## src/rtl/fpu_pkg.sv

```systemverilog
// Shared FPU definitions: IEEE single field widths, special constants,
// fflags bit positions and the divider FSM encoding.
package fpu_pkg;

    localparam int EXPW  = 8;
    localparam int FRACW = 23;
    localparam int BIAS  = 127;

    localparam logic [31:0] CANON_NAN = 32'h7FC0_0000;
    localparam logic [31:0] POS_INF   = 32'h7F80_0000;

    // fflags bit positions, RISC-V order {NV,DZ,OF,UF,NX}
    localparam int FF_NV = 4;
    localparam int FF_DZ = 3;
    localparam int FF_OF = 2;
    localparam int FF_UF = 1;
    localparam int FF_NX = 0;

    typedef enum logic [1:0] {
        IDLE = 2'd0,
        DIV  = 2'd1,
        NORM = 2'd2,
        DONE = 2'd3
    } div_state_t;

    typedef struct packed {
        logic [31:0] q;
        logic [4:0]  flags;
    } fp_res_t;

endpackage

```

## src/rtl/fp_classify.sv

```systemverilog
// Combinational IEEE single operand classifier. Denormals are treated as
// zero (any exponent of 0 reports is_zero).
module fp_classify
    import fpu_pkg::*;
(
    input  logic [31:0]     x,
    output logic            is_zero,
    output logic            is_inf,
    output logic            is_nan,
    output logic            sign,
    output logic [EXPW-1:0] exp,
    output logic [FRACW:0]  man
);

    logic [FRACW-1:0] frac;

    // Split fields and derive the operand class
    always_comb begin
        sign    = x[31];
        exp     = x[30:23];
        frac    = x[22:0];
        man     = {1'b1, frac};
        is_zero = (exp == '0);
        is_inf  = (exp == '1) && (frac == '0);
        is_nan  = (exp == '1) && (frac != '0);
    end

endmodule

```

## src/rtl/fp_div_iter.sv

```systemverilog
// Iterative IEEE single divider, restoring division one quotient bit per
// cycle. Denormals flush to zero, results truncate toward zero. One
// operation outstanding; the tag travels with the request to the response.
module fp_div_iter
    import fpu_pkg::*;
#(
    parameter int          TAGW = 8,
    parameter logic [31:0] CNAN = CANON_NAN
) (
    input  logic            clk,
    input  logic            reset,
    input  logic            in_valid,
    output logic            in_ready,
    input  logic [31:0]     in_a,
    input  logic [31:0]     in_b,
    input  logic [TAGW-1:0] in_tag,
    output logic            out_valid,
    input  logic            out_ready,
    output logic [31:0]     out_q,
    output logic [TAGW-1:0] out_tag,
    output logic [4:0]      out_fflags
);

    div_state_t state, state_next;

    logic a_zero, a_inf, a_nan, a_sign;
    logic b_zero, b_inf, b_nan, b_sign;
    logic [EXPW-1:0] a_exp, b_exp;
    logic [FRACW:0]  a_man, b_man;

    logic                sign_r;
    logic signed [9:0]   e_r;
    logic [24:0]         r_r;
    logic [24:0]         q_r;
    logic [FRACW:0]      mb_r;
    logic [4:0]          cnt;
    logic [TAGW-1:0]     tag_r;

    logic                special;
    logic [31:0]         spec_q;
    logic [4:0]          spec_flags;
    logic signed [9:0]   e_calc;
    logic signed [9:0]   ea_s, eb_s;
    logic [24:0]         diff;
    logic                r_ge;
    fp_res_t             norm_res;

    fp_classify u_cls_a (
        .x       (in_a),
        .is_zero (a_zero),
        .is_inf  (a_inf),
        .is_nan  (a_nan),
        .sign    (a_sign),
        .exp     (a_exp),
        .man     (a_man)
    );

    fp_classify u_cls_b (
        .x       (in_b),
        .is_zero (b_zero),
        .is_inf  (b_inf),
        .is_nan  (b_nan),
        .sign    (b_sign),
        .exp     (b_exp),
        .man     (b_man)
    );

    // Normalise the 25-bit quotient, truncate, and saturate the exponent.
    // Overflow and underflow both imply lost information, so NX always goes
    // along with OF/UF.
    function automatic fp_res_t norm_pack(
        input logic              s,
        input logic signed [9:0] e,
        input logic [24:0]       q,
        input logic              rem_nz
    );
        fp_res_t           res;
        logic signed [9:0] exp_n;
        logic [22:0]       frac;
        logic              inexact;
        res = '0;
        if (q[24]) begin
            frac    = q[23:1];
            exp_n   = e;
            inexact = q[0] | rem_nz;
        end else begin
            frac    = q[22:0];
            exp_n   = e - 10'sd1;
            inexact = rem_nz;
        end
        if (exp_n >= 10'sd255) begin
            res.q            = {s, 8'hFF, 23'd0};
            res.flags[FF_OF] = 1'b1;
            res.flags[FF_NX] = 1'b1;
        end else if (exp_n <= 10'sd0) begin
            res.q            = {s, 31'd0};
            res.flags[FF_UF] = 1'b1;
            res.flags[FF_NX] = 1'b1;
        end else begin
            res.q            = {s, exp_n[7:0], frac};
            res.flags[FF_NX] = inexact;
        end
        return res;
    endfunction

    // Special-operand detection with fixed priority; exponent difference is
    // kept 10-bit signed so out-of-range results never wrap
    always_comb begin
        special    = 1'b1;
        spec_q     = '0;
        spec_flags = '0;
        ea_s       = {2'b00, a_exp};
        eb_s       = {2'b00, b_exp};
        e_calc     = ea_s - eb_s + 10'sd127;
        if (a_nan || b_nan) begin
            spec_q            = CNAN;
            spec_flags[FF_NV] = 1'b1;
        end else if ((a_zero && b_zero) || (a_inf && b_inf)) begin
            spec_q            = CNAN;
            spec_flags[FF_NV] = 1'b1;
        end else if (b_zero && !a_inf) begin
            spec_q            = {a_sign ^ b_sign, POS_INF[30:0]};
            spec_flags[FF_DZ] = 1'b1;
        end else if (a_inf) begin
            spec_q = {a_sign ^ b_sign, POS_INF[30:0]};
        end else if (a_zero || b_inf) begin
            spec_q = {a_sign ^ b_sign, 31'd0};
        end else begin
            special = 1'b0;
        end
    end

    // Restoring step: trial subtract of the divisor from the partial remainder
    always_comb begin
        diff     = r_r - {1'b0, mb_r};
        r_ge     = (r_r >= {1'b0, mb_r});
        norm_res = norm_pack(sign_r, e_r, q_r, (r_r != '0));
    end

    // State register
    always_ff @(posedge clk or negedge reset) begin
        if (!reset) begin
            state <= IDLE;
        end else begin
            state <= state_next;
        end
    end

    // Next-state logic
    always_comb begin
        state_next = state;
        case (state)
            IDLE: if (in_valid) state_next = special ? DONE : DIV;
            DIV:  if (cnt == 5'd24) state_next = NORM;
            NORM: state_next = DONE;
            DONE: if (out_valid && out_ready) state_next = IDLE;
            default: state_next = IDLE;
        endcase
    end

    // FSM outputs
    always_comb begin
        in_ready = (state == IDLE);
    end

    // Operand capture, iteration and result registers
    always_ff @(posedge clk or negedge reset) begin
        if (!reset) begin
            sign_r     <= 1'b0;
            e_r        <= '0;
            r_r        <= '0;
            q_r        <= '0;
            mb_r       <= '0;
            cnt        <= '0;
            tag_r      <= '0;
            out_valid  <= 1'b0;
            out_q      <= '0;
            out_tag    <= '0;
            out_fflags <= '0;
        end else begin
            case (state)
                IDLE: begin
                    if (in_valid) begin
                        sign_r <= a_sign ^ b_sign;
                        e_r    <= e_calc;
                        r_r    <= {1'b0, a_man};
                        mb_r   <= b_man;
                        q_r    <= '0;
                        cnt    <= '0;
                        tag_r  <= in_tag;
                        if (special) begin
                            out_q      <= spec_q;
                            out_tag    <= in_tag;
                            out_fflags <= spec_flags;
                        end
                    end
                end
                DIV: begin
                    if (r_ge) begin
                        r_r <= {diff[23:0], 1'b0};
                    end else begin
                        r_r <= {r_r[23:0], 1'b0};
                    end
                    q_r <= {q_r[23:0], r_ge};
                    cnt <= cnt + 5'd1;
                end
                NORM: begin
                    out_q      <= norm_res.q;
                    out_fflags <= norm_res.flags;
                    out_tag    <= tag_r;
                    out_valid  <= 1'b1;
                end
                DONE: begin
                    // Special results arrive here with out_valid still low
                    if (!out_valid) begin
                        out_valid <= 1'b1;
                    end else if (out_ready) begin
                        out_valid <= 1'b0;
                    end
                end
                default: ;
            endcase
        end
    end

endmodule

```

## config.mk

```make
export PLATFORM = sky130hd
export DESIGN_NAME = fp_div_iter
export DESIGN_NICKNAME = d
export VERILOG_FILES = /design/src/rtl/fpu_pkg.sv /design/src/rtl/fp_classify.sv /design/src/rtl/fp_div_iter.sv
export SDC_FILE = /design/constraint.sdc
export NUM_CORES = 1
export LEC_CHECK = 0
export CAP_MARGIN = 20
export CORE_UTILIZATION = 30
export CTS_BUF_LIST = sky130_fd_sc_hd__clkbuf_8
export DETAILED_ROUTE_END_ITERATION = 16
export DONT_BUFFER_PORTS = 1
export SLEW_MARGIN = 20
export SYNTH_ARGS = -nofsm -noshare
export SYNTH_HDL_FRONTEND = slang
export SYNTH_SLANG_ARGS = --single-unit
```

## constraint.sdc

```tcl
create_clock -name clk -period 2.6 [get_ports clk]
set_input_delay 0 -clock clk [delete_from_list [all_inputs] [get_ports clk]]
set_output_delay 0 -clock clk [all_outputs]
set_load 0.01 [all_outputs]
```

# After elaboration in Yosys (flattened, before gate mapping)
# Cells that the tools add are included.
[classes]
n_addsub = 5
order_cmp = 3
n_eq_ne = 10
n_mux = 49
n_bitwise = 2
n_reduce_logical = 27
[op_table]
columns = ["operator", "n"]
rows = [
  ["$mux 32", 7],
  ["$pmux 25 s2", 2],
  ["$mux 25", 3],
  ["$pmux 32 s2", 1],
  ["$mux 31", 2],
  ["$logic_not 23->1", 2],
  ["$reduce_bool 23->1", 2],
  ["$ge 25x24->1", 1],
  ["$reduce_bool 25->1", 1],
  ["$sub 24x24->24", 1],
  ["$mux 23", 1],
  ["$pmux 5 s2", 2],
  ["$mux 1", 18],
  ["$eq 8x8->1 const B", 2],
  ["$logic_not 8->1", 2],
  ["$mux 8", 2],
  ["$pmux 8 s2", 1],
  ["$mux 5", 3],
  ["$add 9x8->10 const B", 1],
  ["$ge 10x9->1 const B", 1],
  ["$le 10x1->1 const B", 1],
  ["$mux 10", 1],
  ["$sub 10x2->10 const B", 1],
  ["$sub 8x8->9", 1],
  ["other kinds (18)", 37],
]
[word_totals]
regBits = 146
inputBits = 76
wordCells = 108

# Longest topological paths before layout
# Gate-level depths: netlist of run 1.
[logic_depth]
word_depth = 11
ltp_mapped = 12
depth_no_buf = 12

# Hierarchy
# From an unflattened synthesis of run 1, not the netlist that was laid out.
[hier_totals]
hier_cells = 969
area_unflattened_um2 = 9218.8
[modules_own_cells]
columns = ["module", "n_inst", "cells_per_inst", "area_per_inst_um2"]
rows = [
  ["fp_div_iter", 1, 869, 8518.2],
  ["fp_classify", 2, 50, 350.3],
]

# Worst setup path before layout of run 1
# OpenSTA, ideal clock, no wires.
[synth_path]
kind = "reg-to-reg"
startpoint = "register r_r[0]"
endpoint = "register r_r[19]"
setup_time_ps = 104
arrival_time_ps = 2306
required_time_ps = 2496
slack_ps = 190
stages_incl_launch_ff = 12
period_less_slack_ps = 2410
path_cell_list = "dfrtp_1 > inv_1 > ha_1 > fa_1 > nor2b_1 > o31ai_1 > a211o_1 > a31oi_2 > a21oi_1 > xnor2_1 > mux2i_1 > a221oi_1"
[synth_between]
elab_chain_cells = 3
elab_cells_between_ends = 4
classes_between = "add/sub (1); order compare (1); mux (2)"
[synth_rtl]
columns = ["element", "line", "rtl"]
rows = [
  ["start: declaration", "fp_div_iter.sv:33", "logic [24:0] r_r;"],
  ["start signal: assignment", "fp_div_iter.sv:186", "r_r <= {1'b0, a_man};"],
  ["start signal: assignment", "fp_div_iter.sv:200", "r_r <= {diff[23:0], 1'b0};"],
  ["start signal: assignment", "fp_div_iter.sv:202", "r_r <= {r_r[23:0], 1'b0};"],
  ["$sub 24x24->24 or $ge 25x24->1 (tied branches)", "fp_div_iter.sv:135, fp_div_iter.sv:136", ""],
  ["$mux 25 (*)", "fp_div_iter.sv:199", "if (r_ge) begin"],
  ["$pmux 25 s2 (*)", "fp_div_iter.sv:181", "case (state)"],
]
# Every way passes the cells marked *; elsewhere a longest branch is shown, timed or not.
# A chain may end at the register's enable or synchronous reset.

# Final worst setup path of run 1
[layout_path]
startpoint = "register r_r[1]"
endpoint = "register r_r[6]"
# Same word-level chain as after synthesis.

==> results of run 1 <==
==> timing repair <==
| item | CTS | global route |
|---|---|---|
| pin swaps | 0 | 5 |
| endpoints found under the setup margin | 1 | 44 |
| endpoints found under the hold margin | 219 | 146 |
| setup buffers | 0 | 7 |
| resized for setup | 2 | 18 |
==> power by group through the flow <==
| stage | registers [mW] | logic [mW] | clock network, mW |
|---|---|---|---|
| after floorplan | 3.77 | 5.60 | 0 |
| after global placement | 4.00 | 7.48 | 0 |
| after detailed placement | 4.03 | 7.52 | 0 |
| final | 3.99 | 8.03 | 1.89 |
| after global routing | 4.12 | 8.86 | 2.05 |
| after CTS | 3.98 | 7.68 | 1.97 |
==> layout make-up <==
class	instances	area share
timing repair buffer	123	0.105
sequential	146	0.344
antenna	1	0.000236
tap	378	0.0446
clock inverter	14	0.0150
clock buffer	18	0.0233
inverter	51	0.0180
multi-input combinational	650	0.450
==> per-layer routing <==
layer / global-route usage / wire (µm) / up-vias
li1: - / - / 3431
met2: 0.258 / 10900 / 229
met3: 0.0442 / 1680 / 20
met5: 0 / 0 / -
met1: 0.213 / 10800 / 3471
met4: 0.0396 / 250 / 0
==> through the flow <==
| stage | instances | area [µm²] | hold WS [ns] | util | total power [mW] |
|---|---|---|---|---|---|
| 4_1_cts | 1373 | 10500 | -0.817 | 0.372 | 13.6 |
| 3_5_place_dp | 1275 | 9390 | -0.292 | 0.334 | 11.6 |
| 6_report | 1381 | 10600 | -0.787 | 0.377 | 13.9 |
| 2_1_floorplan | 882 | 8680 | -0.296 | - | 9.37 |
| 3_3_place_gp | 1275 | 9390 | -0.292 | 0.334 | 11.5 |
| 5_1_grt | 1380 | 10600 | -0.828 | 0.377 | 15.0 |
==> kinds of logic after synthesis <==
logic type,share of synthesized area
fa+ha+maj,0.0623
xor+xnor,0.0464
compound gates,0.186
simple gates,0.142
mux,0.101
flops,0.421
buf+inv,0.0416
==> final timing paths <==
kind	start	end	slack [ns]	cells past startpoint
max	r_r[1]	r_r[6]	0.09	10
min	reset	out_q[10]	-0.79	0
max reg2reg	r_r[1]	r_r[6]	0.09	10
min reg2reg	mb_r[23]	mb_r[23]	0.46	2
max in group asynchronous	reset	r_r[7]	3.14	0
min in group clk	in_b[23]	out_fflags[3]	0.04	4
==> Yosys cell counts, types with 3 or more instances <==
cell        n
nor2_1     40
a21o_1     11
o22a_1      7
mux2_2     35
nand3_1    12
nor4_1     21
buf_6       4
and2_1      9
nand2b_1    5
o21ai_1    24
o22ai_1     4
a21oi_1    34
nand2_1    84
and3_1      3
a211oi_1    6
a21boi_0    4
a221oi_1    3
or4_1       3
mux2i_1    48
clkbuf_1   24
a31oi_1     7
xnor2_1    26
o31ai_1     7
dfrtp_1   146
xor2_1     20
or3_1       3
inv_1      51
or2_2       4
ha_1       40
nor3_1     14
a22oi_1    19
nand4_1    13
buf_1       4
o21a_1      9
o211ai_1    3
nor2b_1     8
a22o_1     26
o21ai_0    54
==> placed cells by master (no fill, tap or decap), drive strengths merged, types with 26 or more instances in the layout <==
master and n:
dfrtp 146, nand2 86, a21oi 35, ha 40, a22o 26, dlygate4sd3 66
inv 60, xnor2 26, mux2i 48, nor2 41, buf 57, o21ai 79
mux2 35
==> critical path: stages (launching register included) <==
cell and delay (ns):
dfrtp_1 0.42, ha_1 0.31, nor2b_1 0.14, o31a_1 0.30
o21ai_2 0.22, nand4_2 0.14, nand4_2 0.18, nand2_4 0.09
buf_4 0.18, mux2i_1 0.14, a221oi_2 0.30
==> state kept, by name, indices dropped and copies added (netlist names) <==
signal / cells
tag_r: 8
out_tag: 8
cnt: 5
q_r: 25
r_r: 25
state: 2
out_fflags: 5
sign_r: 1
e_r: 10
out_q: 32
mb_r: 24
out_valid: 1
==> impl_metrics.ini, run 1 <==
[finish]
drive_gt1_frac = 0.167
seq_area_um2 = 3650
syn2layout_area_growth_pct = 22.3
final_nets = 1107
num-fill-cells = 2777
multiInputGateArea_um2 = 4770

[logic_synthesis]
synth_top_area_share = 0.421
ys_ff_latch = 146
async_flop_share = 1.00
avgSynthCellArea_um2 = 9.84
synth_edf_count = 0
synth_nets = 1000
ys_seq_area_frac = 0.421
ys_top_cells_by_area = dfrtp_1 42%, ha_1 5.8%, mux2i_1 5.5%, mux2_2 4.5%, nand2_1 3.6%
syn_inst = 882
synth_cell_type_count = 76
synth_warnings = 0
ys.flop_type = dfrtp_1
synthesis.area_um2 = 8680
yosys.area.top_type = dfrtp_1

[timing]
tightest_slew_ns = 0.705
hold_ws_ns = -0.787
slew_violations = 0
setup_viol = 0
period_minus_slack_ns = 2.51
slew_headroom = 0.525
finClkSkew_ns = 0.0181
fmax_ghz = 0.399
fin_ws_ns = 0.0946
setup-tns-final_ns = 0
min_period_over_period = 0.964
hold_viol_final = 146

[clock_tree]
ctsLongestPathBuffers = 2
clk_pin_slew_ns = 0.10
cts_sinks = 146
cts_hold_buf = 66
h-tree-depth = 4
cts-root-buf = clkbuf_8
numCtsBuffers = 17
clock_latency_ns = 0.46
cts_tree = done

[routing]
firstDrtPassIters = 5
drc = 0
drt_wl_total_mm = 23.7
wl_per_cell_um = 17.1
ant_nets = 0
drtIter0Drc = 465
num_vias = 7151
via_per_inst = 5.18

[power_and_ir_drop]
net-switching-power_mw = 6.23
p_sw_frac = 0.448
p_leak_nw = 4.56
irDropWorstVdd_mv = 0.726
seqPwrFrac = 0.287
clockPowerShare = 0.136
p_int_mw = 7.68
p_per_area_nw_per_um2 = 1310
combPwrFrac = 0.577

[die]
die_area_um2 = 29600
initial_core_util = 0.308
rows = 61
fp.dieH_um = 172
die_width_um = 172
ios = 123
coreArea_um2 = 28200

[placement]
dp_hpwl_mm = 16.9
place_ws_ns = -0.0764
port_buffers = 0
gp_congestion = 0.921

[setup_path]
worstPathArrival_ns = 2.86
cp_max_fo = 8
cp-end-kind = flip-flop
startpoint_type = flip-flop
crit_type = flip-flop to flip-flop
required_ns = 2.95

[grt]
grt_pass1_wl_mm = 37.1
antenna_found_initial = 0
overflow = 0
grt_max_degree = 147
grt_use_total = 0.161
grt_pass1_vias = 6961

[min_path]
hp-class = input port to asynchronous set/reset pin

[job]
drv_cap = 0

[run_status]
status = finished, violations left
violations = negative hold slack
Note: power is estimated with default switching activity, not from simulation.
==> run 2, diff against run 1 <==
--- a/config.mk
+++ b/config.mk
@@ -10,6 +10,7 @@
 export CTS_BUF_LIST = sky130_fd_sc_hd__clkbuf_8
 export DETAILED_ROUTE_END_ITERATION = 16
 export DONT_BUFFER_PORTS = 1
+export HOLD_SLACK_MARGIN = 0.05
 export SLEW_MARGIN = 20
 export SYNTH_ARGS = -nofsm -noshare
 export SYNTH_HDL_FRONTEND = slang
==> constraint.sdc (replaced) <==
create_clock -name clk -period 3.05 [get_ports clk]
set_input_delay 0 -clock clk [delete_from_list [all_inputs] [get_ports clk]]
set_output_delay 0 -clock clk [all_outputs]
set_load 0.01 [all_outputs]
==> run 2 against run 1 <==
Net effect: the flow still finishes with violations (negative hold slack); non-clock buffer count is 37 lower; utilization is 1.5 points lower; wire length decreased by 0.81%; flip-flop and latch count stayed put; global-route usage rose by 0.081 points; total power shrank 21%; via count decreased by 1.7%; die area did not move; final cell count decreased by 2.8%; first-iteration DRC count up 2.6%; sequential share of layout area grew 1.4 points; clock skew shrank 0.0016 ns; largest power group unchanged.
==> impl_metrics.ini, run 2 (same netlist as run 1, synthesis figures left out) <==
[setup_path]
cp_max_fo = 5
crit_type = flip-flop to flip-flop
startpoint_type = flip-flop
required_ns = 3.40
worstPathArrival_ns = 3.18
cp-end-kind = flip-flop

[timing]
rsz0062_at_grt = false
tightest_slew_ns = 0.698
fmax_ghz = 0.353
finClkSkew_ns = 0.0165
min_period_over_period = 0.930
setup-tns-final_ns = 0
period_minus_slack_ns = 2.84
slew_headroom = 0.530
slew_violations = 0
hold_ws_ns = -0.769
fin_ws_ns = 0.214
hold_viol_final = 146
setup_viol = 0

[job]
drv_cap = 0

[routing]
num_vias = 7033
firstDrtPassIters = 5
wl_met3_mm = 1.55
drt_wl_total_mm = 23.5
ant_nets = 0
dr_wl_met2_mm = 10.8
top_layer = met4
wl_per_cell_um = 17.5
via_per_inst = 5.24
drc = 0
wirelength_met1_mm = 10.8
drtIter0Drc = 477

[finish]
final_common_cell = dfrtp_1
syn2layout_area_growth_pct = 17.4
stdcell_count = 1342
largest_reg_flops = 32
final_nets = 1070
drive_gt1_frac = 0.110
reg_top3 = out_q (32), q_r (25), r_r (25)
post-route-util = 0.362
final_area_um2 = 10200
most-common-layout-cells = 145 x dfrtp_1, 83 x nand2_1, 73 x dlygate4sd3_1, 54 x o21ai_0, 52 x inv_1
regMostFlops = out_q
antennaDiodeCount = 0

[die]
rows = 61
die_width_um = 172
die_area_um2 = 29600
fp.dieH_um = 172
coreArea_um2 = 28200
ios = 123
initial_core_util = 0.308

[clock_tree]
numCtsBuffers = 17
cts-root-buf = clkbuf_8
cts_sinks = 146
cts_hold_buf = 73
ctsLongestPathBuffers = 2
clock_latency_ns = 0.46
h-tree-depth = 4
cts_tree = done
clk_pin_slew_ns = 0.09

[grt]
grt_max_degree = 147
overflow = 0
grt_pass1_wl_mm = 37.3
antenna_found_initial = 0
grt_pass1_vias = 7093
grt_use_total = 0.162

[placement]
place_ws_ns = 0.135
dp_cells = 1238
port_buffers = 0
dp_hpwl_mm = 16.7
place_area_um2 = 9090
gp_congestion = 0.901

[power_and_ir_drop]
clockPowerShare = 0.135
seqPwrFrac = 0.315
p_per_area_nw_per_um2 = 1080
combPwrFrac = 0.550
p_sw_frac = 0.455
irDropWorstVdd_mv = 0.621
p_leak_nw = 4.33
net-switching-power_mw = 4.99
p_int_mw = 5.98
power_mw = 11.0

[run_status]
violations = negative hold slack
status = finished, violations left

[min_path]
hp-class = input port to asynchronous set/reset pin
## run 2: changes by cell type in the layout (fill, tap and decap cells not counted), moves of 4 or more
cell and change:
buf_4 -42, dlygate4sd3_1 +7, inv_8 -7, ha_1 +4
inv_6 +4
## run 2: path summary, 6_finish.rpt
| check | from | to | slack, ns | depth (start not counted) |
|---|---|---|---|---|
| max in group asynchronous | reset | mb_r[4] | 3.58 | 0 |
| min in group clk | in_a[24] | e_r[3] | 0.11 | 5 |
| worst min register to register | mb_r[23] | mb_r[23] | 0.45 | 2 |
| worst min-delay path | reset | out_q[11] | -0.77 | 0 |
| worst max-delay path | r_r[0] | r_r[19] | 0.21 | 11 |
| worst max register to register | r_r[0] | r_r[19] | 0.21 | 11 |
## run 2: critical path, cell delays in order, from the launching register on
cell,delay (ns)
dfrtp_1,0.38
inv_1,0.08
ha_1,0.23
fa_1,0.43
nor2b_2,0.18
o31ai_1,0.12
a211o_1,0.34
a31oi_4,0.23
a21oi_1,0.12
xnor2_1,0.22
mux2i_1,0.11
a221oi_1,0.30
## run 2: power groups by stage
stage / clock [mW] / combinational, mW / sequential, mW
2_1_floorplan: 0 / 4.78 / 3.21
3_3_place_gp: 0 / 5.76 / 3.47
3_5_place_dp: 0 / 5.82 / 3.50
4_1_cts: 1.54 / 5.97 / 3.46
5_1_grt: 1.62 / 6.71 / 3.58
6_report: 1.49 / 6.03 / 3.46
## run 2: layout make-up
| cell class | count | area (µm²) |
|---|---|---|
| fill | 2822 | 18000 |
| multi-input combinational | 650 | 4680 |
| sequential | 146 | 3650 |
| timing repair buffer | 86 | 828 |
| tap | 378 | 473 |
| clock buffer | 17 | 234 |
| inverter | 51 | 191 |
| clock inverter | 14 | 129 |
## run 2: layer usage
metal / up-vias / track usage
li1: 3338 / -
met1: 3450 / 0.212
met2: 224 / 0.262
met3: 21 / 0.0405
met4: 0 / 0.0473
met5: - / 0
## run 2: timing repair
| item | 4_1_cts | 5_1_grt |
|---|---|---|
| endpoints found under the setup margin | 0 | 1 |
| endpoints found under the hold margin | 220 | 146 |
| resized for setup | 0 | 2 |
| setup buffers | 0 | 0 |
==> run 3, diff against run 2 <==
--- a/config.mk
+++ b/config.mk
@@ -11,6 +11,7 @@
 export DETAILED_ROUTE_END_ITERATION = 16
 export DONT_BUFFER_PORTS = 1
 export HOLD_SLACK_MARGIN = 0.05
+export PLACE_DENSITY = 0.56
 export SLEW_MARGIN = 20
 export SYNTH_ARGS = -nofsm -noshare
 export SYNTH_HDL_FRONTEND = slang
==> run 3 against run 2 <==
Net effect: the run still ends with negative hold slack left; design area is 1.3% higher; critical path depth unchanged; wire length fell by 0.45%; non-clock buffer count rose by 6; sequential share of layout area shrank 0.44 points; worst setup slack better by 0.097 ns; clock power grew 11%; flip-flop and latch count is the same; critical path type unchanged; critical endpoint unchanged; largest power group unchanged.
==> impl_metrics.ini, run 3 (same netlist as run 1, synthesis figures left out) <==
[die]
initial_core_util = 0.308
fp.dieH_um = 172
die_width_um = 172
die_area_um2 = 29600
ios = 123
coreArea_um2 = 28200
rows = 61

[grt]
grt_max_degree = 147
overflow = 0
grt_pass1_wl_mm = 37.3
antenna_found_initial = 0
grt_use_total = 0.162
grt_pass1_vias = 7044

[finish]
antennaDiodeCount = 0
syn2layout_area_growth_pct = 18.9
num-fill-cells = 2845
regMostFlops = out_q
seq_area_um2 = 3650
final_area_um2 = 10300
final_common_cell = dfrtp_1
most-common-layout-cells = 145 x dfrtp_1, 83 x nand2_1, 75 x dlygate4sd3_1, 54 x o21ai_0, 52 x inv_1
multiInputGateArea_um2 = 4670
largest_reg_flops = 32
final_nets = 1076
reg_top3 = out_q (32), q_r (25), r_r (25)
drive_gt1_frac = 0.112

[clock_tree]
ctsLongestPathBuffers = 2
cts_setup_buffers = 0
numCtsBuffers = 17
clk_pin_slew_ns = 0.10
clock_latency_ns = 0.46
cts_hold_buf = 75
cts_tree = done
cts_sinks = 146
cts-root-buf = clkbuf_8
cts_resized = 0
h-tree-depth = 4

[setup_path]
worstPathArrival_ns = 3.09
cp-end-kind = flip-flop
r2r_start = r_r[0]
crit_type = flip-flop to flip-flop
cp_max_fo = 5
startpoint_type = flip-flop
crit_start = r_r[0]
required_ns = 3.40

[timing]
finClkSkew_ns = 0.0217
min_period_over_period = 0.898
period_minus_slack_ns = 2.74
slew_violations = 0
rsz0062_at_grt = false
setup-tns-final_ns = 0
hold_ws_ns = -0.782
setup_viol = 0
slew_headroom = 0.532
fmax_ghz = 0.365
tightest_slew_ns = 0.694
hold_viol_final = 146

[run_status]
status = finished, violations left
violations = negative hold slack

[placement]
gp_congestion = 0.862
place_area_um2 = 9160
dp_hpwl_mm = 16.7
port_buffers = 0

[routing]
num_vias = 6973
drc = 0
via_per_inst = 5.17
drtIter0Drc = 520
wl_per_cell_um = 17.3
ant_nets = 0
drt_wl_total_mm = 23.4
firstDrtPassIters = 6

[power_and_ir_drop]
p_int_mw = 6.26
combPwrFrac = 0.550
irDropWorstVdd_mv = 0.467
seqPwrFrac = 0.304
net-switching-power_mw = 5.03
clockPowerShare = 0.146
p_per_area_nw_per_um2 = 1090
p_sw_frac = 0.445
p_leak_nw = 4.40

[min_path]
hp-class = input port to asynchronous set/reset pin

[job]
drv_cap = 0
==> run 3: power by group through the flow <==
stage | logic, mW | clock network, mW | registers, mW
global placement | 5.97 | 0 | 3.45
CTS | 6.18 | 1.70 | 3.43
global route | 6.92 | 1.78 | 3.55
floorplan | 4.78 | 0 | 3.21
finish | 6.21 | 1.65 | 3.43
detailed placement | 6.00 | 0 | 3.47
==> run 3: per-layer routing <==
metal	routed length [µm]	GRT usage	vias up
met3	1530	0.0490	30
met1	10900	0.214	3374
met4	403	0.0454	0
li1	-	-	3364
met5	0	0	-
met2	10600	0.253	205
==> run 3: layout make-up <==
type / instances / share of cell area
repair buffers: 92 / 0.0887
inverters: 51 / 0.0185
clock buffers: 17 / 0.0227
well taps: 378 / 0.0458
multi-input cells: 650 / 0.453
clock inverters: 14 / 0.0175
flip-flops and latches: 146 / 0.354
==> run 3: metrics by stage <==
step                setup WS [ns]  hold WS (ns)  std cells   util  power (mW)
floorplan                   0.640        -0.296        882      -        7.99
global route               0.0293        -0.818       1348  0.367        12.3
CTS                         0.311        -0.807       1348  0.367        11.3
detailed placement          0.346        -0.292       1242  0.325        9.47
finish                      0.311        -0.782       1348  0.367        11.3
global placement            0.399        -0.292       1242  0.325        9.42
==> run 3: path summary, 6_finish.rpt <==
path                       cells after the start  slack (ns)        end
max                                           11        0.31    r_r[19]
min                                            0       -0.78  out_q[11]
max reg2reg                                   11        0.31    r_r[19]
min reg2reg                                    2        0.45   mb_r[23]
max in group asynchronous                      0        3.56     r_r[4]
min in group clk                               5        0.11     e_r[3]
==> run 3: critical path: stages, from the launching register on <==
cell and delay [ns]:
dfrtp_1 0.38, inv_1 0.06, ha_1 0.22, fa_1 0.40
nor2b_1 0.18, o31ai_1 0.12, a211o_1 0.32, a31oi_2 0.27
a21oi_1 0.13, xnor2_1 0.14, mux2i_1 0.10, a221oi_1 0.30
